[config.mk]
export PLATFORM = sky130hd
export DESIGN_NAME = lmfe_pixel_feeder
export DESIGN_NICKNAME = d
export VERILOG_FILES = /design/src/rtl/lmfe_pkg.sv /design/src/rtl/pf_skid_fifo.sv /design/src/rtl/lmfe_pixel_feeder.sv
export SDC_FILE = /design/constraint.sdc
export NUM_CORES = 1
export LEC_CHECK = 0
export BUFFER_PORTS_ARGS = -buffer_cell sky130_fd_sc_hd__buf_2
export CORE_MARGIN = 2
export CORE_UTILIZATION = 45
export CTS_CLUSTER_DIAMETER = 50
export DETAILED_ROUTE_END_ITERATION = 10
export PLACE_DENSITY = 0.71
export SYNTH_ARGS = -nofsm -noshare
export SYNTH_HDL_FRONTEND = slang
export SYNTH_SLANG_ARGS = --single-unit
[constraint.sdc]
create_clock -name clk -period 2.31 [get_ports clk]
set_input_delay 0.462 -clock clk [delete_from_list [all_inputs] [get_ports clk]]
set_output_delay 0.462 -clock clk [all_outputs]
set_load 0.01 [all_outputs]
[src/rtl/lmfe_pkg.sv]
// lmfe_pkg: shared frame geometry and feeder FSM encoding for the LMFE pixel feeder.
package lmfe_pkg;
    localparam int IMG_W = 128;
    localparam int IMG_H = 128;
    localparam int PIX_W = 8;
    localparam int N_PIX = IMG_W * IMG_H;
    typedef enum logic [1:0] {
        IDLE  = 2'd0,
        RUN   = 2'd1,
        DRAIN = 2'd2,
        DONE  = 2'd3
    } state_t;
endpackage

[src/rtl/pf_skid_fifo.sv]
// pf_skid_fifo: 2-entry skid FIFO; head is a register that keeps its last value once drained.
module pf_skid_fifo import lmfe_pkg::*; #(
    parameter int DW = PIX_W
) (
    input  logic          clk,
    input  logic          reset,
    input  logic          push,
    input  logic [DW-1:0] din,
    input  logic          pop,
    output logic [DW-1:0] head,
    output logic [1:0]    count
);
    logic [DW-1:0] tail;
    logic do_pop, do_push, load_head, load_tail;
    always_comb begin
        do_pop    = pop && (count != 2'd0);
        do_push   = push && (count != 2'd2 || do_pop);
        load_head = do_push && (count == 2'd0 || (count == 2'd1 && do_pop));
        load_tail = do_push && ((count == 2'd1 && !do_pop) || (count == 2'd2 && do_pop));
    end
    always_ff @(posedge clk or negedge reset) begin
        if (!reset) begin
            head  <= '0;
            tail  <= '0;
            count <= '0;
        end else begin
            head  <= load_head ? din : (do_pop && count == 2'd2) ? tail : head;
            tail  <= load_tail ? din : tail;
            count <= count + {1'b0, do_push} - {1'b0, do_pop};
        end
    end
endmodule

[src/rtl/lmfe_pixel_feeder.sv]
// lmfe_pixel_feeder: streams one frame from a synchronous image memory into LMFE, obeying busy,
// with a 2-entry skid FIFO hiding the one-cycle read latency.
module lmfe_pixel_feeder #(
    parameter int IMG_W = lmfe_pkg::IMG_W,
    parameter int IMG_H = lmfe_pkg::IMG_H,
    parameter int DW    = lmfe_pkg::PIX_W,
    parameter int AW    = 14
) (
    input  logic          clk,
    input  logic          reset,
    input  logic          start,
    output logic          img_rd,
    output logic [AW-1:0] img_addr,
    input  logic [DW-1:0] img_q,
    input  logic          busy,
    output logic          in_en,
    output logic [DW-1:0] Din,
    output logic          feeding,
    output logic          done
);
    import lmfe_pkg::*;
    localparam logic [AW:0] NPIX  = (AW+1)'(IMG_W * IMG_H);
    localparam logic [AW:0] LASTP = NPIX - 1'b1;
    state_t      state;
    logic [AW:0] rd_cnt, tx_cnt;
    logic [1:0]  count;
    logic [2:0]  occ;
    logic        inflight, xfer, go;
    pf_skid_fifo #(.DW(DW)) u_fifo (
        .clk   (clk),
        .reset (reset),
        .push  (inflight),
        .din   (img_q),
        .pop   (xfer),
        .head  (Din),
        .count (count)
    );
    // a pop at this edge frees a slot, so a full pipeline can still issue and sustain 1 pixel/cycle
    always_comb begin
        in_en    = count != 2'd0;
        xfer     = in_en && !busy;
        go       = state == IDLE && start;
        occ      = {1'b0, count} + {2'b0, inflight};
        img_rd   = state == RUN && rd_cnt < NPIX && (occ < 3'd2 || (xfer && occ == 3'd2));
        img_addr = rd_cnt[AW-1:0];
        feeding  = state == RUN || state == DRAIN;
        done     = state == DONE;
    end
    always_ff @(posedge clk or negedge reset) begin
        if (!reset) begin
            state    <= IDLE;
            rd_cnt   <= '0;
            tx_cnt   <= '0;
            inflight <= 1'b0;
        end else begin
            inflight <= img_rd;
            rd_cnt   <= go ? '0 : rd_cnt + (AW+1)'(img_rd);
            tx_cnt   <= go ? '0 : tx_cnt + (AW+1)'(xfer);
            case (state)
                IDLE:    state <= start ? RUN : IDLE;
                RUN:     state <= rd_cnt == NPIX ? DRAIN : RUN;
                DRAIN:   state <= (xfer && tx_cnt == LASTP) ? DONE : DRAIN;
                default: state <= IDLE;
            endcase
        end
    end
endmodule

==> results of run 1 <==
flip-flops by register name, summed over array words and instances (netlist names):
signal        count
rd_cnt           15
tx_cnt           15
u_fifo.head       8
u_fifo.tail       8
state             2
u_fifo.count      2
inflight          1
worst max-delay path: stages, from the launching register on:
cell and delay, ns:
dfrtp_1 0.41, ha_4 0.17, inv_2 0.05, ha_4 0.26
a31oi_2 0.08, nor3b_2 0.22, ha_2 0.25, ha_4 0.14
and3_4 0.19, nand3_4 0.08, or4_4 0.50, o21ai_2 0.07
what timing repair did:
action                                  4_1_cts  5_1_grt
resized for setup                             6       19
pin swaps                                     5        6
endpoints found under the setup margin        9       16
buffers inserted                             10        0
metal layers:
metal	part of all wire [%]	routed length (µm)	up-vias
met2	48	2550	49
met1	46	2450	949
met4	1.6	87	0
met5	0	0	-
li1	-	-	980
met3	3.7	197	8
report_power, final:
part / internal, mW / total (mW) / switching [mW]
logic: 0.718 / 1.33 / 0.610
clock network: 0.223 / 0.538 / 0.315
registers: 1.15 / 1.35 / 0.206
final timing paths:
check / to / slack (ns)
max: rd_cnt[10] / -0.17
min: rd_cnt[13] / 0.25
max reg2reg: rd_cnt[10] / -0.17
min reg2reg: u_fifo.tail[4] / 0.52
max in group asynchronous: state[0] / 1.64
min in group clk: u_fifo.head[2] / 0.36
logic make-up after synthesis:
logic type | after synthesis
DFF | 51
buffers and inverters | 30
AOI/OAI and AO/OA | 27
muxes | 17
adders and majority gates | 13
and+or+nand+nor | 99
xor gates and xnor gates | 19
final cells by class:
type	count	area share, %
well taps	72	2.79
inverters	10	1.16
clock inverters	3	0.813
clock buffers	5	2.13
multi-input cells	175	41.4
repair buffers	65	12.2
flip-flops and latches	51	39.5
placed cells by master (no fill, tap or decap), types with 6 or more instances in the layout:
master   instances
o21ai_0         10
nand4_1          6
and2_1           7
nand3_1          9
xnor2_1          9
mux2_2           8
mux2i_1          9
nor2_1          21
inv_1            8
buf_4           28
buf_2           37
dfrtp_1         51
xor2_1          10
nand2_1         24
ha_1             8
stage by stage:
stage | util [%] | hold slack [ns] | TNS [ns]
5_1_grt | 58.0 | 0.322 | -1.77
3_5_place_dp | 52.8 | 0.497 | -0.514
6_report | 58.0 | 0.250 | -0.802
2_1_floorplan | - | 0.166 | -0.659
4_1_cts | 56.3 | 0.270 | -0.319
3_3_place_gp | 52.8 | 0.487 | -0.206
==> flow_metrics.tcl, run 1 <==
set metrics [dict create \
    status "finished with violations" \
    violations "setup timing" \
    layout-drive-gt1-share_pct 35.6 \
    crit_arrival_ns 2.73 \
    tightest_slew_ns 0.633 \
    synth_top_area_cell "dfrtp_1" \
    synth_compound_area_share_pct 5.91 \
    synth-simple-area-share_pct 19.6 \
    drtIter0Drc 86 \
    clock-sinks 51 \
    numCtsBuffers 5 \
    p_total_mw 3.22 \
    hold_path_class "input port to async pin" \
    maxSlewHeadroom_pct 57.8 \
    synth_cell_types 36 \
    setup_violations 8 \
    layout_setup_ws_ns -0.168 \
    vias_per_cell 5.21 \
    max_freq_ghz 0.403 \
    ir_worst_vdd_mv 0.426 \
    yosysWarnings 0 \
    end_kind "flip-flop" \
    synth_top_area_share_pct 48.6 \
    post_synth_most_frequent_cells "dfrtp_1, nand2_1, nor2_1, buf_4, ha_1" \
    grt_pass1_wl_um 8490 \
    min_period_ns 2.48 \
    synth_area_per_cell_um2 10.3 \
    slew_viol_final 0 \
    htreeDepth 2 \
    grt_pass1_vias 1854 \
    seq_area_um2 1280 \
    path_class "flip-flop to flip-flop" \
    clk_latency_ns 0.31 \
    clock-skew-final_ns 0.0129 \
    port_buffers 37 \
    finalHoldViolCount 0 \
    fin_cells 381 \
    wl_um 5280 \
    synthFlopType "dfrtp_1" \
    rr_startpoint "u_fifo.count[0]" \
    cts_tree "built" \
    final_nets 333 \
    area_delta_synth_final_pct 23.2 \
    dr.pass1.iters 4 \
    track_usage_pct 17.0 \
    coreArea_um2 5570 \
    antenna_found_initial 0 \
    row_count 27 \
    nFillCells 488 \
    grtUsageMet1_pct 23.0 \
    dp_hpwl_um 3610 \
    dieWidth_um 80.4 \
    post-synth-top-count-cell "dfrtp_1" \
    cts_root_buf "clkbuf_8" \
    synth_edf_count 0 \
    reg2regPathDepth 11 \
    fp.dieH_um 80.4 \
    gp_congestion 0.810 \
    grt_overflow 0 \
    syn-cell-area_um2 2630 \
    power.density_nw_per_um2 995 \
    synth_xor_area_share_pct 6.34 \
    drc 0 \
    hold_buffers 0 \
    vias 1986 \
    startpoint "u_fifo.count[0]" \
    path_clk_slew_ns 0.10 \
    rsz0062_at_grt "true" \
    required_ns 2.56 \
    critPathLaunchType "flip-flop" \
    synth_top_family_by_area "simple AND/OR/NAND/NOR gates" \
    max-cap-violations 0 \
    io_pins 38 \
    async_reset_ff_share_pct 100 \
    grtUsageMet2_pct 27.3 \
    final_cell_area_um2 3230 \
    p_leak_nw 1.53 \
    dp_slack_ns -0.145 \
    dpl_cell_area_um2 2950 \
    gr-usage-met3_pct 3.03 \
    synth_nets 281 \
    top_usage_layer "met2" \
    synth_area_leaders "dfrtp_1, ha_1, buf_4" \
    dp.cells 363 \
    synth_seq_area_share_pct 48.6 \
    grt_max_degree 52 \
    ant_nets 0 \
    clockBufferDepth 2 \
    cp_max_fo 4 \
    synthCells 256 \
    antennaDiodeCount 0 \
    initial_core_util_pct 47.1 \
    wl_per_cell_um 13.9 \
    synth-adder-area-share_pct 6.20 \
    muxShareOfSynthArea_pct 6.86 \
    multi_input_area_um2 1340 \
    dieArea_um2 6460 \
    ys_ff_latch 51 \
    period_share_pct 107 \
]
(Power assumes the default switching activity.)
==> inputs of run 2 (changes only) <==
--- a/config.mk
+++ b/config.mk
@@ -13,4 +13,5 @@
 export PLACE_DENSITY = 0.71
 export SYNTH_ARGS = -nofsm -noshare
 export SYNTH_HDL_FRONTEND = slang
+export SYNTH_HIERARCHICAL = 1
 export SYNTH_SLANG_ARGS = --single-unit
==> flow_metrics.tcl, run 2 <==
set metrics [dict create \
    status "finished with violations" \
    violations "setup timing" \
    post_synth_most_frequent_cells "dfrtp_1, nor2_1, mux2_2" \
    syn-cell-area_um2 2720 \
    finalHoldViolCount 0 \
    cp_max_fo 3 \
    async_reset_ff_share_pct 100 \
    synth_cell_types 41 \
    coreArea_um2 5890 \
    tightest_slew_ns 0.646 \
    area_delta_synth_final_pct 21.3 \
    antennaDiodeCount 0 \
    slew_viol_final 0 \
    rsz0062_at_grt "true" \
    dp.cells 354 \
    layout-drive-gt1-share_pct 40.8 \
    synth_top_area_cell "dfrtp_1" \
    layout_common_cells "dfrtp_1, buf_2, nor2_1, buf_4, mux2_2" \
    synth_area_per_cell_um2 11.0 \
    fin_tns_setup_ns -0.166 \
    synthCells 246 \
    p_leak_nw 1.58 \
    dieWidth_um 81.7 \
    internal_power_mw 2.33 \
    dieArea_um2 6670 \
    synthFlopType "dfrtp_1" \
    vias_per_cell 5.27 \
    period_share_pct 103 \
    track_usage_pct 16.4 \
    reg_top3 "rd_cnt x15, tx_cnt x15" \
    fin_cells 367 \
    final_common_cell "dfrtp_1" \
    grt_overflow 0 \
    power.density_nw_per_um2 1040 \
    path_class "flip-flop to flip-flop" \
    cts_tree "built" \
    post-synth-top-count-cell "dfrtp_1" \
    io_pins 38 \
    vias 1933 \
    synth_area_leaders "dfrtp_1, mux2_2, ha_1" \
    wl_um 5380 \
    clk_latency_ns 0.30 \
    ant_nets 0 \
    dp_hpwl_um 3600 \
    max_freq_ghz 0.420 \
    clock-skew-final_ns 0.00677 \
    clockBufferDepth 2 \
    final_nets 318 \
    dr.pass1.iters 4 \
    required_ns 2.55 \
    hold_path_class "input port to async pin" \
    end_kind "flip-flop" \
    seq_power_share_pct 39.6 \
    numCtsBuffers 5 \
    grtUsageMet1_pct 20.8 \
    initial_core_util_pct 46.1 \
    gr-usage-met3_pct 3.63 \
    grt_pass1_vias 1826 \
    nFillCells 510 \
    share_comb_of_total_power_pct 42.8 \
    drc 0 \
    wl_per_cell_um 14.7 \
    port_buffers 37 \
    maxSlewHeadroom_pct 57.0 \
    gp_congestion 0.769 \
    synth_top_area_share_pct 47.0 \
    grt_max_degree 52 \
    htreeDepth 2 \
    ys_ff_latch 51 \
    top_usage_layer "met2" \
    antenna_found_initial 0 \
    power_frac_clock_pct 17.5 \
    switching_share_pct 32.1 \
    crit_arrival_ns 2.62 \
    ir_worst_vdd_mv 0.558 \
    synth_nets 272 \
    p_total_mw 3.44 \
    synth_edf_count 0 \
    grtUsageMet2_pct 28.0 \
    path_clk_slew_ns 0.09 \
    max-cap-violations 0 \
    critPathLaunchType "flip-flop" \
    fp.dieH_um 81.7 \
    layout_setup_ws_ns -0.0688 \
    yosysWarnings 6 \
    grt_pass1_wl_um 8420 \
    clock-sinks 51 \
    row_count 28 \
    hold_buffers 0 \
    cts_root_buf "clkbuf_8" \
    drtIter0Drc 64 \
    min_period_ns 2.38 \
    synth_seq_area_share_pct 47.0 \
    setup_violations 3 \
    p_switching_mw 1.10 \
]
## run 2: power by group through the flow
| stage | clock (mW) | combinational, mW | sequential [mW] |
|---|---|---|---|
| 3_3_place_gp | 0 | 1.27 | 1.35 |
| 5_1_grt | 0.652 | 1.63 | 1.40 |
| 2_1_floorplan | 0 | 0.909 | 1.38 |
| 4_1_cts | 0.622 | 1.34 | 1.35 |
| 3_5_place_dp | 0 | 1.29 | 1.36 |
| 6_report | 0.602 | 1.47 | 1.36 |
## run 2: path summary, 6_finish.rpt
| kind | startpoint | to | slack, ns | cells past startpoint |
|---|---|---|---|---|
| max in group asynchronous | reset | tx_cnt[12] | 1.62 | 2 |
| min | reset | u_fifo/head[5] | 0.26 | 2 |
| min in group clk | img_q[7] | u_fifo/tail[7] | 0.41 | 2 |
| min reg2reg | u_fifo/tail[6] | u_fifo/tail[6] | 0.51 | 1 |
| max reg2reg | inflight | rd_cnt[14] | -0.07 | 11 |
| max | inflight | rd_cnt[14] | -0.07 | 11 |
## run 2: worst max-delay path: stages (launching register included)
cell and delay (ns):
dfrtp_1 0.41, ha_4 0.17, inv_2 0.04, ha_4 0.25, a31oi_2 0.09, nor3b_2 0.21
ha_2 0.25, ha_4 0.14, and3_4 0.21, nand3_2 0.08, or3_4 0.33, a21oi_2 0.12
## run 2: cell families (layout without fill, tap and decap cells)
family,count (synthesis),in the layout,synth area share (%)
simple gates,89,89,18.3
mux,25,25,11.4
xor+xnor,21,21,6.77
buf+inv,27,73,5.94
fa+ha+maj,14,14,6.45
compound gates,19,19,4.06
flops,51,51,47.0
## run 2: final cells by class
cell class | instances | area, µm² | share of cell area [%]
inverter | 8 | 30.0 | 0.912
multi-input combinational | 168 | 1440 | 43.8
clock buffer | 6 | 72.6 | 2.20
clock inverter | 1 | 30.0 | 0.912
timing repair buffer | 58 | 350 | 10.6
sequential | 51 | 1280 | 38.7
tap | 75 | 93.8 | 2.85
## run 2: timing repair
action / 4_1_cts / 5_1_grt
buffers inserted: 2 / 4
pin swaps: 2 / 7
resized for setup: 2 / 23
gates cloned: 0 / 0
setup endpoints to repair: 9 / 20
## run 2: metrics by stage
| step | hold WS, ns | util (%) | setup WS [ns] | cell area, µm² |
|---|---|---|---|---|
| 6_report | 0.258 | 56.0 | -0.0688 | 3290 |
| 5_1_grt | 0.331 | 56.0 | -0.175 | 3290 |
| 4_1_cts | 0.289 | 53.4 | -0.0486 | 3140 |
| 3_5_place_dp | 0.492 | 51.3 | -0.122 | 3020 |
| 3_3_place_gp | 0.492 | 51.3 | 0.0394 | 3020 |
| 2_1_floorplan | 0.166 | - | -0.221 | 2770 |
## run 2: layer usage
layer	wire length, µm	vias up	part of all wire, %
met5	0	-	0
met4	78	0	1.4
met3	214	8	4.0
met2	2620	42	49
met1	2470	945	46
li1	-	938	-
==> inputs of run 3 (changes only) <==
--- a/config.mk
+++ b/config.mk
@@ -11,6 +11,8 @@
 export CTS_CLUSTER_DIAMETER = 50
 export DETAILED_ROUTE_END_ITERATION = 10
 export PLACE_DENSITY = 0.71
+export REMOVE_ABC_BUFFERS = 1
+export SETUP_SLACK_MARGIN = 0.5
 export SYNTH_ARGS = -nofsm -noshare
 export SYNTH_HDL_FRONTEND = slang
 export SYNTH_HIERARCHICAL = 1
==> flow_metrics.tcl, run 3 (same netlist as run 2, synthesis figures left out) <==
set metrics [dict create \
    seq_power_share_pct 36.8 \
    status "finished with violations" \
    dieArea_um2 6670 \
    maxSlewHeadroom_pct 63.3 \
    track_usage_pct 17.6 \
    clock-skew-final_ns 0.00578 \
    required_ns 2.54 \
    clk_latency_ns 0.30 \
    path_cells "ha_4, inv_2, ha_4, a31oi_4, nor3b_2, ha_2, nand4_1, buf_6, or3_1, a21oi_1" \
    violations "setup timing" \
    multi_input_area_um2 1570 \
    p_total_mw 3.76 \
    clockBufferDepth 2 \
    end_kind "flip-flop" \
    critPathLaunchType "flip-flop" \
    dieWidth_um 81.7 \
    holdWs_ns 0.137 \
    dr.pass1.iters 4 \
    rsz0062_at_grt "true" \
    row_count 28 \
    ant_nets 0 \
    internal_power_mw 2.55 \
    grt_max_degree 30 \
    port_buffers 37 \
    fp.dieH_um 81.7 \
    r2r_slack_ns -0.14 \
    tightest_slew_ns 0.550 \
    dp_hpwl_um 3640 \
    wl_um 5540 \
    switching_share_pct 32.1 \
    path_class "flip-flop to flip-flop" \
    gp_congestion 0.808 \
    cts_tree "built" \
    hold_buffers 0 \
    antenna_found_initial 0 \
    cp_max_fo 4 \
    power.density_nw_per_um2 1060 \
    final_common_cell "dfrtp_1" \
    coreArea_um2 5890 \
    finalHoldViolCount 0 \
    power_frac_clock_pct 17.1 \
    share_comb_of_total_power_pct 46.2 \
    crit_slowest_cell "dfrtp_1" \
    seq_area_um2 1280 \
    cts_root_buf "clkbuf_8" \
    drtIter0Drc 49 \
    layout_setup_ws_ns -0.138 \
    grt_pass1_wl_um 9010 \
    final_nets 326 \
    p_leak_nw 1.70 \
    dp_slack_ns -0.143 \
    period_share_pct 106 \
    min_period_ns 2.45 \
    fin_cells 376 \
    clock-sinks 51 \
    cpPeakStageDelay_ns 0.41 \
    crit_top_cell "ha_4" \
    reg_top3 "rd_cnt x15, tx_cnt x15" \
    nFillCells 477 \
    setup_violations 18 \
    crit_arrival_ns 2.68 \
    p_switching_mw 1.21 \
    hold_path_class "input port to async pin" \
    slew_viol_final 0 \
    max-cap-violations 0 \
    antennaDiodeCount 0 \
    area_delta_synth_final_pct 30.6 \
    dp.cells 356 \
    initial_core_util_pct 46.1 \
    numCtsBuffers 5 \
    ir_worst_vdd_mv 0.741 \
    wl_per_cell_um 14.7 \
    layout-drive-gt1-share_pct 47.8 \
    grt_pass1_vias 1982 \
    path_clk_slew_ns 0.09 \
    io_pins 38 \
    vias_per_cell 5.19 \
    max_freq_ghz 0.409 \
    htreeDepth 2 \
    grt_overflow 0 \
    drc 0 \
    layout_common_cells "dfrtp_1, buf_2, nor2_1, buf_4, mux2_2" \
    vias 1952 \
]
[run 3: cell count changes in the layout (fill, tap and decap cells not counted), moves of 3 or more]
cell,before,now
xnor2_2,1,4
nor4_1,6,3
xnor2_1,13,10
buf_6,2,7
[run 3: worst max-delay path, delay by kind of cell (launching register included)]
family                     cells  cell delay (ns)
AOI/OAI and AO/OA              2             0.24
adders and majority gates      3             0.70
buffers and inverters          2             0.28
DFF                            1             0.41
and+or+nand+nor                3             0.77
[run 3: metal layers]
metal / global-route usage [%] / wire (µm) / vias to the layer above
li1: - / - / 949
met5: 0 / 0 / -
met4: 6.00 / 63 / 0
met1: 22.4 / 2530 / 954
met3: 4.18 / 288 / 4
met2: 29.4 / 2660 / 45
[run 3: final timing paths]
check	depth (start not counted)	startpoint	end
max	10	inflight	rd_cnt[7]
min	1	reset	u_fifo/head[5]
max reg2reg	10	inflight	rd_cnt[7]
min reg2reg	1	u_fifo/tail[3]	u_fifo/tail[3]
max in group asynchronous	2	reset	state[0]
min in group clk	2	img_q[2]	u_fifo/tail[2]
[run 3: area by class of cell]
cell class	count	share of cell area [%]
inverters	8	0.847
flip-flops and latches	51	36.0
well taps	75	2.65
clock buffers	6	2.33
multi-input cells	168	44.3
clock inverters	2	0.988
repair buffers	66	12.9
[run 3: through the flow]
stage	util, %	TNS [ns]	cell area [µm²]
2_1_floorplan	-	-3.70	2580
3_3_place_gp	51.0	-0.181	3000
3_5_place_dp	51.0	-0.923	3000
4_1_cts	57.0	-0.0516	3360
5_1_grt	60.3	-2.69	3550
6_report	60.3	-0.516	3550
[run 3: power by group through the flow]
| stage | Sequential [mW] | Clock (mW) | Combinational [mW] |
|---|---|---|---|
| 2_1_floorplan | 1.39 | 0 | 0.783 |
| 3_3_place_gp | 1.35 | 0 | 1.23 |
| 3_5_place_dp | 1.37 | 0 | 1.26 |
| 4_1_cts | 1.35 | 0.666 | 1.56 |
| 5_1_grt | 1.42 | 0.693 | 1.90 |
| 6_report | 1.38 | 0.641 | 1.73 |
[run 3: repair_timing]
item,CTS,global route
endpoints found under the setup margin,47,49
pin swaps,19,21
setup buffers,9,3
resized for setup,33,32
